`config.mk`:
```
export PLATFORM = sky130hd
export DESIGN_NAME = font_text_reader
export DESIGN_NICKNAME = d
export VERILOG_FILES = /design/src/rtl/font_text_reader.sv
export SDC_FILE = /design/constraint.sdc
export NUM_CORES = 1
export LEC_CHECK = 0
export CORE_UTILIZATION = 30
export DETAILED_ROUTE_END_ITERATION = 6
export PLACE_DENSITY = 0.75
export SLEW_MARGIN = 20
export SYNTH_ARGS = -nofsm -noshare
export SYNTH_HDL_FRONTEND = slang
export SYNTH_SLANG_ARGS = --single-unit
```
`constraint.sdc`:
```
create_clock -name clk -period 1.15 [get_ports clk]
set_input_delay 0.345 -clock clk [delete_from_list [all_inputs] [get_ports clk]]
set_output_delay 0.345 -clock clk [all_outputs]
set_load 0.05 [all_outputs]
```
`src/rtl/font_text_reader.sv`:
```
// font_text_reader: maps VGA pixel coordinates to font ROM rows for "ISA" and selects the glyph bit.
// Optional macro FONT_BLINK_EN adds a 64-frame blink (32 shown, 32 hidden).
module font_text_reader #(
    parameter int unsigned X0       = 288,
    parameter int unsigned Y0       = 232,
    parameter int unsigned NCHAR    = 3,
    parameter logic [2:0]  FG_COLOR = 3'b111,
    parameter logic [2:0]  BG_COLOR = 3'b000
) (
    input  logic       clk,
    input  logic       reset,
    input  logic       pixel_tick,
    input  logic       video_on,
    input  logic [9:0] pixel_x,
    input  logic [9:0] pixel_y,
    output logic [5:0] rom_addr,
    input  logic [7:0] rom_data,
    output logic       text_on,
    output logic [2:0] rgb
);
    localparam logic [9:0] XL = 10'(X0);
    localparam logic [9:0] XH = 10'(X0 + 8 * NCHAR);
    localparam logic [9:0] YL = 10'(Y0);
    localparam logic [9:0] YH = 10'(Y0 + 16);

    logic [5:0] rom_addr_q, rom_addr_d;
    logic [2:0] bit_sel_q, bit_sel_d;
    logic [2:0] rgb_q, rgb_d;
    logic       win_q, win_d, vid_q, vid_d, text_on_q, text_on_d;
    logic [4:0] dx;
    logic [3:0] dy;
    logic       in_win, pix, vis;

`ifdef FONT_BLINK_EN
    logic [5:0] frame_cnt_q, frame_cnt_d;
    always_comb begin
        frame_cnt_d = frame_cnt_q;
        if (pixel_tick && pixel_x == 10'd0 && pixel_y == 10'd0)
            frame_cnt_d = frame_cnt_q + 6'd1;
        vis = ~frame_cnt_q[5];
    end
    always_ff @(posedge clk) begin
        if (reset) frame_cnt_q <= 6'd0;
        else       frame_cnt_q <= frame_cnt_d;
    end
`else
    always_comb vis = 1'b1;
`endif

    always_comb begin
        // Only the low bits of the offsets are needed: glyph index and glyph row.
        dx         = pixel_x[4:0] - XL[4:0];
        dy         = pixel_y[3:0] - YL[3:0];
        in_win     = pixel_x >= XL && pixel_x < XH && pixel_y >= YL && pixel_y < YH;
        pix        = rom_data[3'd7 - bit_sel_q] & win_q & vis;
        rom_addr_d = rom_addr_q;
        bit_sel_d  = bit_sel_q;
        win_d      = win_q;
        vid_d      = vid_q;
        text_on_d  = text_on_q;
        rgb_d      = rgb_q;
        if (pixel_tick) begin
            rom_addr_d = in_win ? {dx[4:3] + 2'd1, dy} : 6'h00;
            bit_sel_d  = dx[2:0];
            win_d      = in_win;
            vid_d      = video_on;
            text_on_d  = pix & vid_q;
            rgb_d      = !vid_q ? 3'b000 : (pix ? FG_COLOR : BG_COLOR);
        end
    end

    always_ff @(posedge clk) begin
        if (reset) begin
            rom_addr_q <= 6'h00;
            bit_sel_q  <= 3'd0;
            win_q      <= 1'b0;
            vid_q      <= 1'b0;
            text_on_q  <= 1'b0;
            rgb_q      <= 3'b000;
        end else begin
            rom_addr_q <= rom_addr_d;
            bit_sel_q  <= bit_sel_d;
            win_q      <= win_d;
            vid_q      <= vid_d;
            text_on_q  <= text_on_d;
            rgb_q      <= rgb_d;
        end
    end

    assign rom_addr = rom_addr_q;
    assign text_on  = text_on_q;
    assign rgb      = rgb_q;
endmodule
```
# Word level (Yosys, flattened, before mapping)
# Index checks and enable logic that the tools add are counted.
dict set report classes {
  add_sub_neg 3
  order_cmp 5
  reduce_logical 3
  muxes 5
  n_bitwise 2
}
# operator n
set ops {}
lappend ops {{10-bit by 8-bit >= comparator with 1-bit output, second input constant} 1}
lappend ops {{10-bit by 9-bit >= comparator with 1-bit output, second input constant} 1}
lappend ops {{10-bit by 8-bit less-than comparator with 1-bit output, second input constant} 1}
lappend ops {{10-bit by 9-bit less-than comparator with 1-bit output, second input constant} 1}
lappend ops {{3-bit two-way mux} 2}
lappend ops {{6-bit two-way mux} 1}
lappend ops {{3-bit by 4-bit less-than comparator with 1-bit output, second input constant} 1}
lappend ops {{4-bit subtractor, second input constant} 1}
lappend ops {{1-bit binary-select mux with 3-bit select} 1}
lappend ops {{1-bit logical AND} 3}
lappend ops {{3-bit subtractor, first input constant} 1}
lappend ops {{2-bit by 1-bit adder with 2-bit output, second input constant} 1}
lappend ops {{1-bit AND} 2}
lappend ops {{1-bit two-way mux} 1}
dict set report word_totals {
  word_cells 24
  input_bits 32
  output_inout_bits 10
  ff_bits 15
}

# Longest topological paths before layout
# Gate-level depths: netlist of the first run.
dict set report depth {
  depth_word 6
  ltp_mapped 5
  ltp_nobuf 4
}

# Worst setup path after synthesis of the first run
# Ideal clock, no wire load.
dict set report synth_timing {
  path_kind {register -> output}
  startpoint {register rgb[1] (netlist name)}
  endpoint {output port rgb[0]}
  required_time_ns 0.805
  path_stages_with_launch 2
  n_path_buf 1
  arrival_ns 0.953
  path_slack_ns -0.148
  path_cell_list {dfxtp_1 buf_4}
}
# element line
set synth_rtl {}
lappend synth_rtl {{end, declared} 19} ;# output logic [2:0] rgb

# Final worst setup path of the first run
dict set report layout_timing {
  startpoint {register rgb_q[1] (netlist: rgb[1])}
  endpoint {output port rgb[1]}
}
# element line
set layout_rtl {}
lappend layout_rtl {{start, declared} 28} ;# logic [2:0] rgb_q, rgb_d;
lappend layout_rtl {{start signal, assigned} 86} ;# rgb_q <= rgb_d;
# No word-level cell between the ends.

==> results of run 1 <==
-- sequential cells by signal, summed over array words and instances (netlist names) --
signal     cells
bit_sel_q      3
rom_addr       6
vid_q          1
rgb            1
win_q          1
-- where the power goes --
group	leakage, nW	internal [mW]	switching, mW
logic	0.409	0.132	0.0786
clock network	0.0210	0.192	0.141
registers	0.102	0.421	0.00737
total	0.532	0.746	0.228
-- layout by cell type, fill, tap and decap left out, types with 3 or more instances in the layout --
cell type / count
inv_1: 4
clkbuf_4: 3
clkdlybuf4s50_1: 11
dfxtp_2: 7
buf_4: 14
nand2b_1: 5
mux2i_1: 6
clkdlybuf4s15_1: 8
buf_12: 10
or3b_2: 3
nor2_1: 5
dlygate4sd2_1: 10
dfxtp_1: 4
-- timing repair --
action                                  4_1_cts  5_1_grt
endpoints found under the setup margin       19       12
resized for setup                            31       19
pin swaps                                     9        7
setup buffers                                 2        1
-- metrics by stage --
| stage | area, sq um | util | hold WS, ns | std cells |
|---|---|---|---|---|
| floorplan | 616 | - | 0.441 | 62 |
| global placement | 1210 | 0.665 | 0.462 | 134 |
| detailed placement | 1210 | 0.665 | 0.492 | 134 |
| CTS | 1260 | 0.695 | 0.497 | 140 |
| global route | 1350 | 0.740 | 0.417 | 141 |
| finish | 1350 | 0.740 | 0.417 | 141 |
-- Yosys cell counts, types with 2 or more instances --
library cell | instances | area (sq um)
a21oi_1 | 2 | 10.0
buf_2 | 2 | 10.0
buf_4 | 3 | 22.5
dfxtp_1 | 12 | 240
inv_1 | 4 | 15.0
mux2i_1 | 6 | 60.1
nand2_1 | 2 | 7.51
nand2b_1 | 5 | 31.3
nor2_1 | 5 | 18.8
o31ai_1 | 2 | 15.0
o32ai_1 | 3 | 26.3
or3b_2 | 3 | 26.3
xnor2_1 | 2 | 17.5
-- final cells by class --
class	instances	area, sq um	area share
clock buffers	4	36.3	0.0269
inverters	4	15.0	0.0111
multi-input cells	40	408	0.303
flip-flops and latches	12	253	0.188
well taps	25	31.3	0.0232
repair buffers	56	604	0.448
-- per-layer routing --
| metal | routed length, microns | up-vias | share of wire |
|---|---|---|---|
| li1 | - | 329 | - |
| met1 | 666 | 322 | 0.34 |
| met2 | 1160 | 25 | 0.60 |
| met3 | 98 | 2 | 0.051 |
| met4 | 18 | 0 | 0.0093 |
| met5 | 0 | - | 0 |
-- worst paths after layout --
check / startpoint / endpoint / slack (ns)
max: rgb[1]$_SDFFE_PP0P_ / rgb[1] / -0.04
min: pixel_y[3] / rom_addr[3]$_SDFFE_PP0P_ / 0.42
max reg2reg: bit_sel_q[0]$_SDFFE_PP0P_ / rgb[1]$_SDFFE_PP0P_ / -0.04
min reg2reg: win_q$_SDFFE_PP0P_ / win_q$_SDFFE_PP0P_ / 0.51
-- worst min-delay path: cells and delay by family --
family | cells | cell delay [ns]
buf+inv | 2 | 0.23
compound gates | 1 | 0.06
-- cell families after synthesis --
kind of cell	share of synthesized area
compound gates	0.136
xor+xnor	0.0288
buf+inv	0.0842
flops	0.394
mux	0.136
simple gates	0.222
==> out/summary.txt, run 1 <==
status: complete, but fails checks
failing checks: setup timing
Sink Count: 12
DRC Markers: 0
Async SR Flop Fraction: 0
grt total ovfl: 0
ys flop type: dfxtp_1
Clk Latency, worst-skew pair: 0.27 ns
row cnt: 15
pin count of the biggest net entering global routing: 10
CP max-delay cell: dfxtp_4
Slew @ Worst Pin: 0.266 ns
Setup crit start kind: flop
worst setup margin: -0.0413 ns
CP arrival: 0.85 ns
Routed Wire Length: 1.94 mm
CTS Buffer Depth: 2
Placeable Area: 1820 sq um
Seq/Total Area, Yosys: 0.394
slew margin rel.: 0.821
critical path class: reg -> out
RSZ-0062 raised after global routing: true
# IOs: 42
PwrDens: 722 nW/um^2
Setup violations, final: 5
ANT cells: 0
Cell variety after synth: 24
Port Buffer Count: 41
Highest Clock Rate: 839 MHz
antenna viol nets, final: 0
Crit path required time: 0.81 ns
Post-synth EDFFs: 0
H-tree depth: 1
DP Wirelength: 1.30 mm
Die Wd: 47.1 microns
CP Depth: 1
max_cap viols: 0
vias in the first global route: 612
hold path depth: 3
Syn Area/Cell: 9.83 sq um
post-layout min period: 1.19 ns
synthesized area: 609 sq um
Lkg Pwr: 0.532 nW
Mapped Cells: 62
initial antenna violation count: 0
wire per inst: 13.8 microns
Final Slew Violations: 0
crit path max fanout: 5
Max Clock Skew: 0.00840 ns
final net count: 149
Mapped Nets: 94
CP delay by family, top: flip-flops
met2 Use GR: 0.300
die height: 47.1 microns
DR iter-0 viols: 6
GRT met1 Usage: 0.201
Hold Crit Class: in -> reg
TNS Setup: -0.199 ns
worst path cell trace: buf_12
YS warnings: 0
FF+latch count, synth: 12
DR pass1 iterations: 4
global-route wire length before repair: 2.63 mm
Worst-path clk slew: 0.08 ns
Final Cycle Share: 1.04
share of layout cells above drive strength 1: 0.474
Final Hold Fails: 0
crit end category: output port
DP Worst Slack: -0.502 ns
CTS tree: done
routability cong.: 0.745
Clock Root Buffer: clkbuf_4
GRT busiest layer: met2
reg2reg path depth: 3
number of buffers created by CTS: 3
Area Growth Syn to Fin: 121%
die area: 2220 sq um
CP peak stage delay: 0.42 ns
All-Layer GR Usage: 0.173
VDD IR max: 0.000784 V
routing usage on met3: 0.0577
filler cell count: 139
Vias: 678
Buffers & Inverters on Critical Path: 1
starting density of the core: 0.335
routed vias/inst: 4.81
Total Power: 973 uW
Hold-fix buffers, CTS: 0
(Power assumes the default switching activity.)
==> run 2, diff against run 1 <==
--- a/config.mk
+++ b/config.mk
@@ -5,9 +5,10 @@
 export SDC_FILE = /design/constraint.sdc
 export NUM_CORES = 1
 export LEC_CHECK = 0
-export CORE_UTILIZATION = 30
+export CORE_UTILIZATION = 34
 export DETAILED_ROUTE_END_ITERATION = 6
-export PLACE_DENSITY = 0.75
+export PLACE_DENSITY = 0.8
+export SETUP_SLACK_MARGIN = 0.02
 export SLEW_MARGIN = 20
 export SYNTH_ARGS = -nofsm -noshare
 export SYNTH_HDL_FRONTEND = slang
==> constraint.sdc (replaced) <==
create_clock -name clk -period 1.25 [get_ports clk]
set_input_delay 0.375 -clock clk [delete_from_list [all_inputs] [get_ports clk]]
set_output_delay 0.375 -clock clk [all_outputs]
set_load 0.05 [all_outputs]
==> out/summary.txt, run 2 (synthesis results as in run 1) <==
status: finished clean
worst path cell trace: clkdlybuf4s50_1 -> a21oi_2 -> nand3_4 -> o31ai_4
Clk Latency, worst-skew pair: 0.27 ns (about the same)
Die Wd: 44.3 microns (-5.8%)
DP Wirelength: 1.46 mm (+12%)
CP peak stage delay: 0.44 ns (+0.02 ns)
H-tree depth: 1 (unchanged)
Largest register FFs: 6 (unchanged)
reg2reg path depth: 3 (unchanged)
Placeable Area: 1590 sq um (-12%)
pin count of the biggest net entering global routing: 10 (unchanged)
max_cap viols: 0 (unchanged)
number of buffers created by CTS: 3 (unchanged)
Routed Wire Length: 1.70 mm (-12%)
PwrDens: 651 nW/um^2 (-9.9%)
share of layout cells above drive strength 1: 0.327 (-0.147)
die area: 1970 sq um (-11%)
critical path class: in -> reg
Setup violations, final: 0 (-5)
final net count: 144 (-3.4%)
Hold Crit Class: in -> reg
die height: 44.3 microns (-5.8%)
ANT cells: 0 (unchanged)
Clk pwr share: 0.288 (-0.055)
All-Layer GR Usage: 0.200 (+0.0271)
VDD IR max: 0.000675 V (-14%)
Sink Count: 12 (unchanged)
crit path max fanout: 7 (+2)
vias in the first global route: 691 (+13%)
# IOs: 42 (unchanged)
# Post-CTS Setup Buffers: 0 (-2)
CTS Buffer Depth: 2 (unchanged)
Net Sw Power: 190 uW (-16%)
antenna viol nets, final: 0 (unchanged)
starting density of the core: 0.382 (+0.0476)
Lkg Pwr: 0.490 nW (-7.7%)
Final Cycle Share: 0.989
routability cong.: 0.744 (-0.12%)
global-route wire length before repair: 2.83 mm (+7.6%)
Setup crit start kind: input port
routed vias/inst: 4.78 (-0.67%)
CP max-delay cell: clkdlybuf4s50_1
Logic pwr share: 0.222 (+0.005)
most frequent cells in the layout: dlygate4sd2_1, clkdlybuf4s50_1, buf_12, buf_4, dfxtp_1
RSZ-0062 raised after global routing: true
Max Clock Skew: 0.000554 ns (-0.00784 ns)
DR iter-0 viols: 27 (+21)
Switching Share: 0.237 (+0.00287)
Buffers & Inverters on Critical Path: 1 (unchanged)
CP delay by family, top: compound AO/OA/AOI/OAI gates
Final Hold Fails: 0 (unchanged)
Sequential Power Share: 0.490 (+0.050)
DP Worst Slack: -0.480 ns (+0.0220 ns)
placed cell area: 1190 sq um (-1.7%)
P_int: 615 uW (-18%)
wire per inst: 12.7 microns (-7.7%)
Worst-path clk slew: 0.07 ns (about the same)
slew margin rel.: 0.814 (-0.00770)
Highest Clock Rate: 809 MHz
Final Slew Violations: 0 (unchanged)
row cnt: 14 (-1)
CP Depth: 4 (+3)
initial antenna violation count: 0 (unchanged)
Slew @ Worst Pin: 0.278 ns (+0.0115 ns)
DRC Markers: 0 (unchanged)
grt total ovfl: 0 (unchanged)
CP arrival: 1.42 ns (+0.57 ns)
Clock Root Buffer: clkbuf_4
worst setup margin: 0.0132 ns (+0.0545 ns)
Final Cell Area: 1240 sq um (-8.2%)
CTS tree: done
post-layout min period: 1.24 ns
Crit path required time: 1.44 ns (+0.63 ns)
commonest non-fill, non-tap cell in the layout: dlygate4sd2_1
Vias: 640 (-5.6%)
crit end category: flop
hold path depth: 2 (-1)
DR pass1 iterations: 4 (unchanged)
Port Buffer Count: 41 (unchanged)
Area Growth Syn to Fin: 103%
-- run 2: cell types whose count changed in the layout (fill, tap and decap cells not counted), sizes merged --
cell,change
clkbuf,-3
buf,-5
clkdlybuf4s50,+2
clkdlybuf4s15,-8
dlygate4sd2,+8
-- run 2: path summary, 6_finish.rpt --
path / start / end / slack [ns]
max reg2reg: bit_sel_q[0]$_SDFFE_PP0P_ / rgb[1]$_SDFFE_PP0P_ / 0.07
max: pixel_x[4] / rom_addr[5]$_SDFFE_PP0P_ / 0.01
min reg2reg: win_q$_SDFFE_PP0P_ / win_q$_SDFFE_PP0P_ / 0.48
min: pixel_y[3] / rom_addr[3]$_SDFFE_PP0P_ / 0.47
-- run 2: metal layers --
metal | global-route usage | wire length, microns | up-vias
met1 | 0.194 | 669 | 313
met4 | 0.0909 | 19 | 0
li1 | - | - | 315
met2 | 0.388 | 991 | 10
met5 | 0 | 0 | -
met3 | 0.0490 | 20 | 2
-- run 2: timing repair --
item / in CTS / in global routing
pin swaps: 7 / 2
cloned: 0 / 0
hold endpoints to repair: 0 / 0
endpoints found under the setup margin: 12 / 8
gates resized for setup: 22 / 4
hold buffers: 0 / 0
-- run 2: worst reg2reg max path: cells and delay by family, from the launching register on --
family	cells	cell delay [ns]
compound gates	2	0.26
flops	1	0.34
mux	1	0.48
-- run 2: power by group through the flow --
stage               logic, mW  registers [mW]  clock network, mW
floorplan              0.0543           0.404                  0
global placement        0.182           0.405                  0
detailed placement      0.188           0.405                  0
CTS                     0.173           0.394              0.241
global route            0.193           0.396              0.257
finish                  0.179           0.394              0.232
-- run 2: area by class of cell --
| cell class | count | area [sq um] |
|---|---|---|
| tap | 24 | 30.0 |
| sequential | 12 | 246 |
| timing repair buffer | 51 | 563 |
| multi-input combinational | 40 | 360 |
| inverter | 4 | 15.0 |
| fill | 111 | 357 |
| clock buffer | 3 | 22.5 |
-- run 2: through the flow --
stage               cells  utilization  total power [mW]  hold WS, ns  setup TNS [ns]
floorplan              62            -             0.459        0.450               0
detailed placement    131        0.747             0.593        0.461           -4.24
global placement      131        0.747             0.587        0.465           -3.74
CTS                   134        0.757             0.808        0.453               0
finish                134        0.776             0.805        0.471               0
global route          134        0.776             0.846        0.479         -0.0179
==> run 3, diff against run 2 <==
--- a/config.mk
+++ b/config.mk
@@ -7,6 +7,7 @@
 export LEC_CHECK = 0
 export CORE_UTILIZATION = 34
 export DETAILED_ROUTE_END_ITERATION = 6
+export HOLD_SLACK_MARGIN = 0.05
 export PLACE_DENSITY = 0.8
 export SETUP_SLACK_MARGIN = 0.02
 export SLEW_MARGIN = 20
==> results of run 3 <==
Final layout, timing and power as in run 2 (identical DEF).
==> variant 1: new RTL, settings of run 3 <==
Add a define of `FONT_BLINK_EN`.
--- a/src/rtl/font_text_reader.sv
+++ b/src/rtl/font_text_reader.sv
@@ -1,5 +1,7 @@
 // font_text_reader: maps VGA pixel coordinates to font ROM rows for "ISA" and selects the glyph bit.
 // Optional macro FONT_BLINK_EN adds a 64-frame blink (32 shown, 32 hidden).
+`define FONT_BLINK_EN
+
 module font_text_reader #(
     parameter int unsigned X0       = 288,
     parameter int unsigned Y0       = 232,
Check against the original RTL: same outputs for any inputs over 10 cycles, from zero or initial values and one cycle with reset high; that may be too few to reach the edited logic, so the function may still have changed.
==> variant 1 against run 3 <==
  * The run now ends with negative setup slack left
  * Worst setup slack got worse by 0.60 ns
  * First-iteration DRC count increased by 3.7%
  * Power increased by 36%
  * Design area increased by 43%
  * Area after synthesis increased by 57%
  * Wire length increased by 82%
  * Via count increased by 62%
  * Sequential cell count increased by 6
  * Die area increased by 55%
  * Largest power group unchanged
  * Utilization decreased by 8.7 points
==> variant 1: results (changes against run 3) <==
| Metric | Value |
|---|---|
| Post-DP HPWL | `2.13 mm (+46%)` |
| Critical path arrival | `2.07 ns (+0.65 ns)` |
| GRT Overall Usage | `19.9% (-0.057 points)` |
| Syn Nets | `137 (+46%)` |
| Metal2 WL | `1.59 mm (+60%)` |
| Layout fillers | `189 (+70%)` |
| Reg-to-Reg Start | `frame_cnt_q[0]` |
| Post-Route M1 WL | `1.28 mm (+91%)` |
| Worst r2r dst | `frame_cnt_q[4]` |
| Run status | `finished with violations` |
| Area contributors post-synth | `dfxtp_1 38%, mux2i_1 6.3%, a21oi_1 4.2%` |
| Worst stage delay on the critical path | `0.59 ns (+0.15 ns)` |
| Cell variety after synth | `34 (+42%)` |
| Clk_lat worst skew | `0.30 ns (+0.03 ns)` |
| Share of cells above drive strength 1 | `51.8% (+19 points)` |
| Crit path max-delay family | `simple AND/OR/NAND/NOR gates` |
| Setup Viol. Count Final | `13 (+13)` |
| Hold path depth | `3 (+1)` |
| Min-delay src | `pixel_y[1]` |
| Setup crit start | `pixel_y[2]` |
| Failing checks | `negative setup slack` |
| Worst Reg-to-Reg Cells | `4 (+1)` |
| Peak supply drop | `0.492 mV (-27%)` |
| Grt met2 use | `34.7% (-4.1 points)` |
| Flop2flop setup slack | `-0.06 ns (-0.13 ns)` |
| Vias | `1035 (+62%)` |
| Setup WS post-layout | `-0.587 ns (-0.600 ns)` |
| M1 GR Usage | `21.9% (+2.6 points)` |
| First-pass GRT wire length | `4.15 mm (+47%)` |
| Worst-margin pin slew | `0.302 ns (+0.0245 ns)` |
| Top cells by instance count after synthesis | `18 x dfxtp_1, 10 x nor2_1, 8 x a21oi_1` |
| Max FO, Critical Path | `6 (-1)` |
| Placed cell area | `1610 um^2 (+35%)` |
| Met3 global-route usage | `3.28% (-1.6 points)` |
| Sequential-to-total area share from yosys stat | `37.5% (-1.9 points)` |
| Largest net degree at the start of global routing | `14 (+4)` |
==> variant 1: where the power goes <==
| group | leakage [uW] | total (uW) | internal [uW] | switching, uW |
|---|---|---|---|---|
| sequential | 0.000149 | 586 | 579 | 7.20 |
| combinational | 0.000512 | 219 | 135 | 83.9 |
| clock | 0.0000138 | 291 | 112 | 179 |
==> variant 1: how the worst max path moves through the flow <==
stage / cells after the start / endpoint
final: 5 / frame_cnt_q[0]
after detailed placement: 5 / frame_cnt_q[0]
after floorplan: 6 / rom_addr[3]
after global routing: 5 / rom_addr[3]
after global placement: 5 / frame_cnt_q[5]
after CTS: 5 / rom_addr[3]
==> variant 1: stage by stage <==
stage | setup slack, ns | setup TNS [ns] | util [%] | cells
2_1_floorplan | -0.798 | -9.50 | - | 104
3_3_place_gp | -1.21 | -15.62 | 62.7 | 186
3_5_place_dp | -1.30 | -15.91 | 62.7 | 186
4_1_cts | -0.604 | -7.12 | 66.2 | 193
5_1_grt | -0.588 | -6.81 | 68.9 | 194
6_report | -0.587 | -6.42 | 68.9 | 194
==> variant 1: layout make-up <==
class / instances / area share, %
multi-input combinational: 73 / 36.7
timing repair buffer: 65 / 37.8
tap: 30 / 2.12
clock buffer: 3 / 1.27
inverter: 5 / 1.06
sequential: 18 / 21.0
==> variant 1: repair_timing <==
action	CTS	global route
setup buffers	4	2
gates resized for setup	90	17
setup endpoints to repair	20	22
pin swaps	20	15
cloned	0	0
==> variant 1: cell families after synthesis <==
group                    after synthesis  synth area share, %
flip-flops                            18                 37.5
AO/OA/AOI/OAI                         22                 17.9
AND/OR/NAND/NOR                       42                 26.6
XOR/XNOR                               1                0.913
multiplexers                           7                 8.61
buffers and inverters                 13                 7.17
adder cells (fa/ha/maj)                1                 1.30
==> variant 2: new RTL, settings of run 3 <==
Made on the original files. Put one more register stage on the output `rom_addr`, with the module's reset. The value now appears one clock later. The other outputs are not delayed to match.
--- a/src/rtl/font_text_reader.sv
+++ b/src/rtl/font_text_reader.sv
@@ -87,7 +87,13 @@
         end
     end
 
-    assign rom_addr = rom_addr_q;
+    always_ff @(posedge clk) begin
+        if (reset) begin
+            rom_addr <= '0;
+        end else begin
+            rom_addr <= rom_addr_q;
+        end
+    end
     assign text_on  = text_on_q;
     assign rgb      = rgb_q;
 endmodule
Function: changed (Yosys sat finds a counterexample within 4 cycles, from zero or initial values and one cycle with reset high).
==> variant 2 against run 3 <==
  * The flow now finishes with violations (negative setup slack)
  * Utilization is 7.9 points lower
  * Design area up 12%
  * Worst setup slack worse by 0.023 ns
  * Critical endpoint is now rgb[2]
  * Area after synthesis rose by 19%
  * Wire length grew 18%
  * Sequential cell count up 6
  * Largest power group unchanged
  * First-iteration DRC count fell by 89%
  * Power up 40%
==> variant 2: results (changes against run 3) <==
| Metric | Value |
|---|---|
| Routed wire length on met3 | `94 um (+370%)` |
| Post-Route WL | `2.01 mm (+18%)` |
| Setup WS post-layout | `-0.0103 ns (-0.0234 ns)` |
| M1 GR Usage | `23.2% (+3.8 points)` |
| Pre-Repair DR Iteration Count | `2 (-2)` |
| Area contributors post-synth | `dfxtp_1 50%, nor2b_1 6.9%, mux2i_1 5.5%` |
| Top cells by instance count after synthesis | `18 x dfxtp_1, 8 x nor2b_1, 4 x a22o_1, 4 x mux2i_1, 4 x nor2_1` |
| Metal2 WL | `1.07 mm (+8.2%)` |
| Failing checks | `negative setup slack` |
| Placed cell area | `1320 um^2 (+11%)` |
| Worst-margin pin slew | `0.352 ns (+0.0739 ns)` |
| Setup Viol. Count Final | `4 (+4)` |
| Min-delay worst type | `flop to flop` |
| Syn Nets | `97 (+3.2%)` |
| Clk_lat worst skew | `0.30 ns (+0.03 ns)` |
| GRT Overall Usage | `19.8% (-0.14 points)` |
| Min-delay src | `rom_addr_q[1]` |
| Syn avg cell area | `11.2 um^2 (+14%)` |
| Cell variety after synth | `26 (+8.3%)` |
| Root Buffer | `clkbuf_4` |
| Max FO, Critical Path | `5 (-2)` |
| Share of cells above drive strength 1 | `41.0% (+8.3 points)` |
| Clock-pin slew on the worst setup and hold paths | `0.10 ns (+0.03 ns)` |
| Hold-critical path endpoint | `rom_addr[1]` |
| Run status | `finished with violations` |
| CP max-delay cell | `dfxtp_4` |
| Crit path max-delay family | `flip-flops` |
| Vias | `675 (+5.5%)` |
| P_leak | `0.000584 uW (+19%)` |
| Critical path arrival | `0.89 ns (-0.53 ns)` |
| Initial drt markers | `3 (-89%)` |
| Met3 global-route usage | `7.04% (+2.1 points)` |
| Final net count | `150 (+4.2%)` |
| Grt met2 use | `33.6% (-5.2 points)` |
| Worst stage delay on the critical path | `0.43 ns` |
| Routability Congestion | `0.718 (-3.5%)` |
| Clock Skew | `0.00141 ns (+0.000853 ns)` |
| WHS | `0.468 ns (-0.00227 ns)` |
| Post-DP HPWL | `1.61 mm (+11%)` |
| Vias in the first global route | `658 (-4.8%)` |
| Hold path depth | `1 (-1)` |
| Post-Route M1 WL | `827 um (+24%)` |
| Largest net degree at the start of global routing | `11 (+1)` |
-- variant 2: kinds of logic after synthesis --
logic type / count (synthesis) / synth area share [%]
buffers and inverters: 7 / 6.21
and+or+nand+nor: 23 / 20.7
DFF: 18 / 49.7
muxes: 6 / 10.2
AOI/OAI and AO/OA: 9 / 10.9
xor gates and xnor gates: 2 / 2.41
-- variant 2: layout make-up --
type,count,area [um^2]
Clock buffer,4,36.3
Sequential cell,18,370
Timing Repair Buffer,53,574
Tap cell,27,33.8
Inverter,2,7.51
Fill cell,144,599
Multi-Input combinational cell,40,360
-- variant 2: what timing repair did --
item | 4_1_cts | 5_1_grt
buffers inserted | 1 | 0
endpoints found under the setup margin | 12 | 14
hold buffers | 0 | 0
pin swaps | 10 | 7
resized for setup | 42 | 9
-- variant 2: how the worst max path moves through the flow --
stage | from | endpoint | slack (ns) | depth (start not counted)
floorplan | pixel_y[9] | rom_addr_q[3] | -0.08 | 4
global placement | pixel_x[7] | rom_addr_q[1] | -0.53 | 6
detailed placement | pixel_x[7] | rom_addr_q[2] | -0.64 | 6
CTS | rgb[1] | rgb[2] | -0.02 | 1
global route | rgb[1] | rgb[2] | -0.05 | 1
finish | rgb[1] | rgb[2] | -0.01 | 1
-- variant 2: through the flow --
| step | setup slack [ns] | setup TNS, ns |
|---|---|---|
| floorplan | -0.0789 | -0.158 |
| global placement | -0.526 | -4.56 |
| CTS | -0.0188 | -0.0713 |
| finish | -0.0103 | -0.0386 |
| global route | -0.0510 | -0.218 |
| detailed placement | -0.636 | -5.69 |
-- variant 2: worst register-to-register path, stage by stage, from the launching register on --
cell	delay, ns
dfxtp_2	0.38
mux4_2	0.50
nor2b_1	0.12
o41ai_1	0.08
-- variant 2: power breakdown --
part	total [uW]	switching [uW]	internal, uW
clock network	363	185	178
logic	180	61.0	120
registers	587	8.43	579
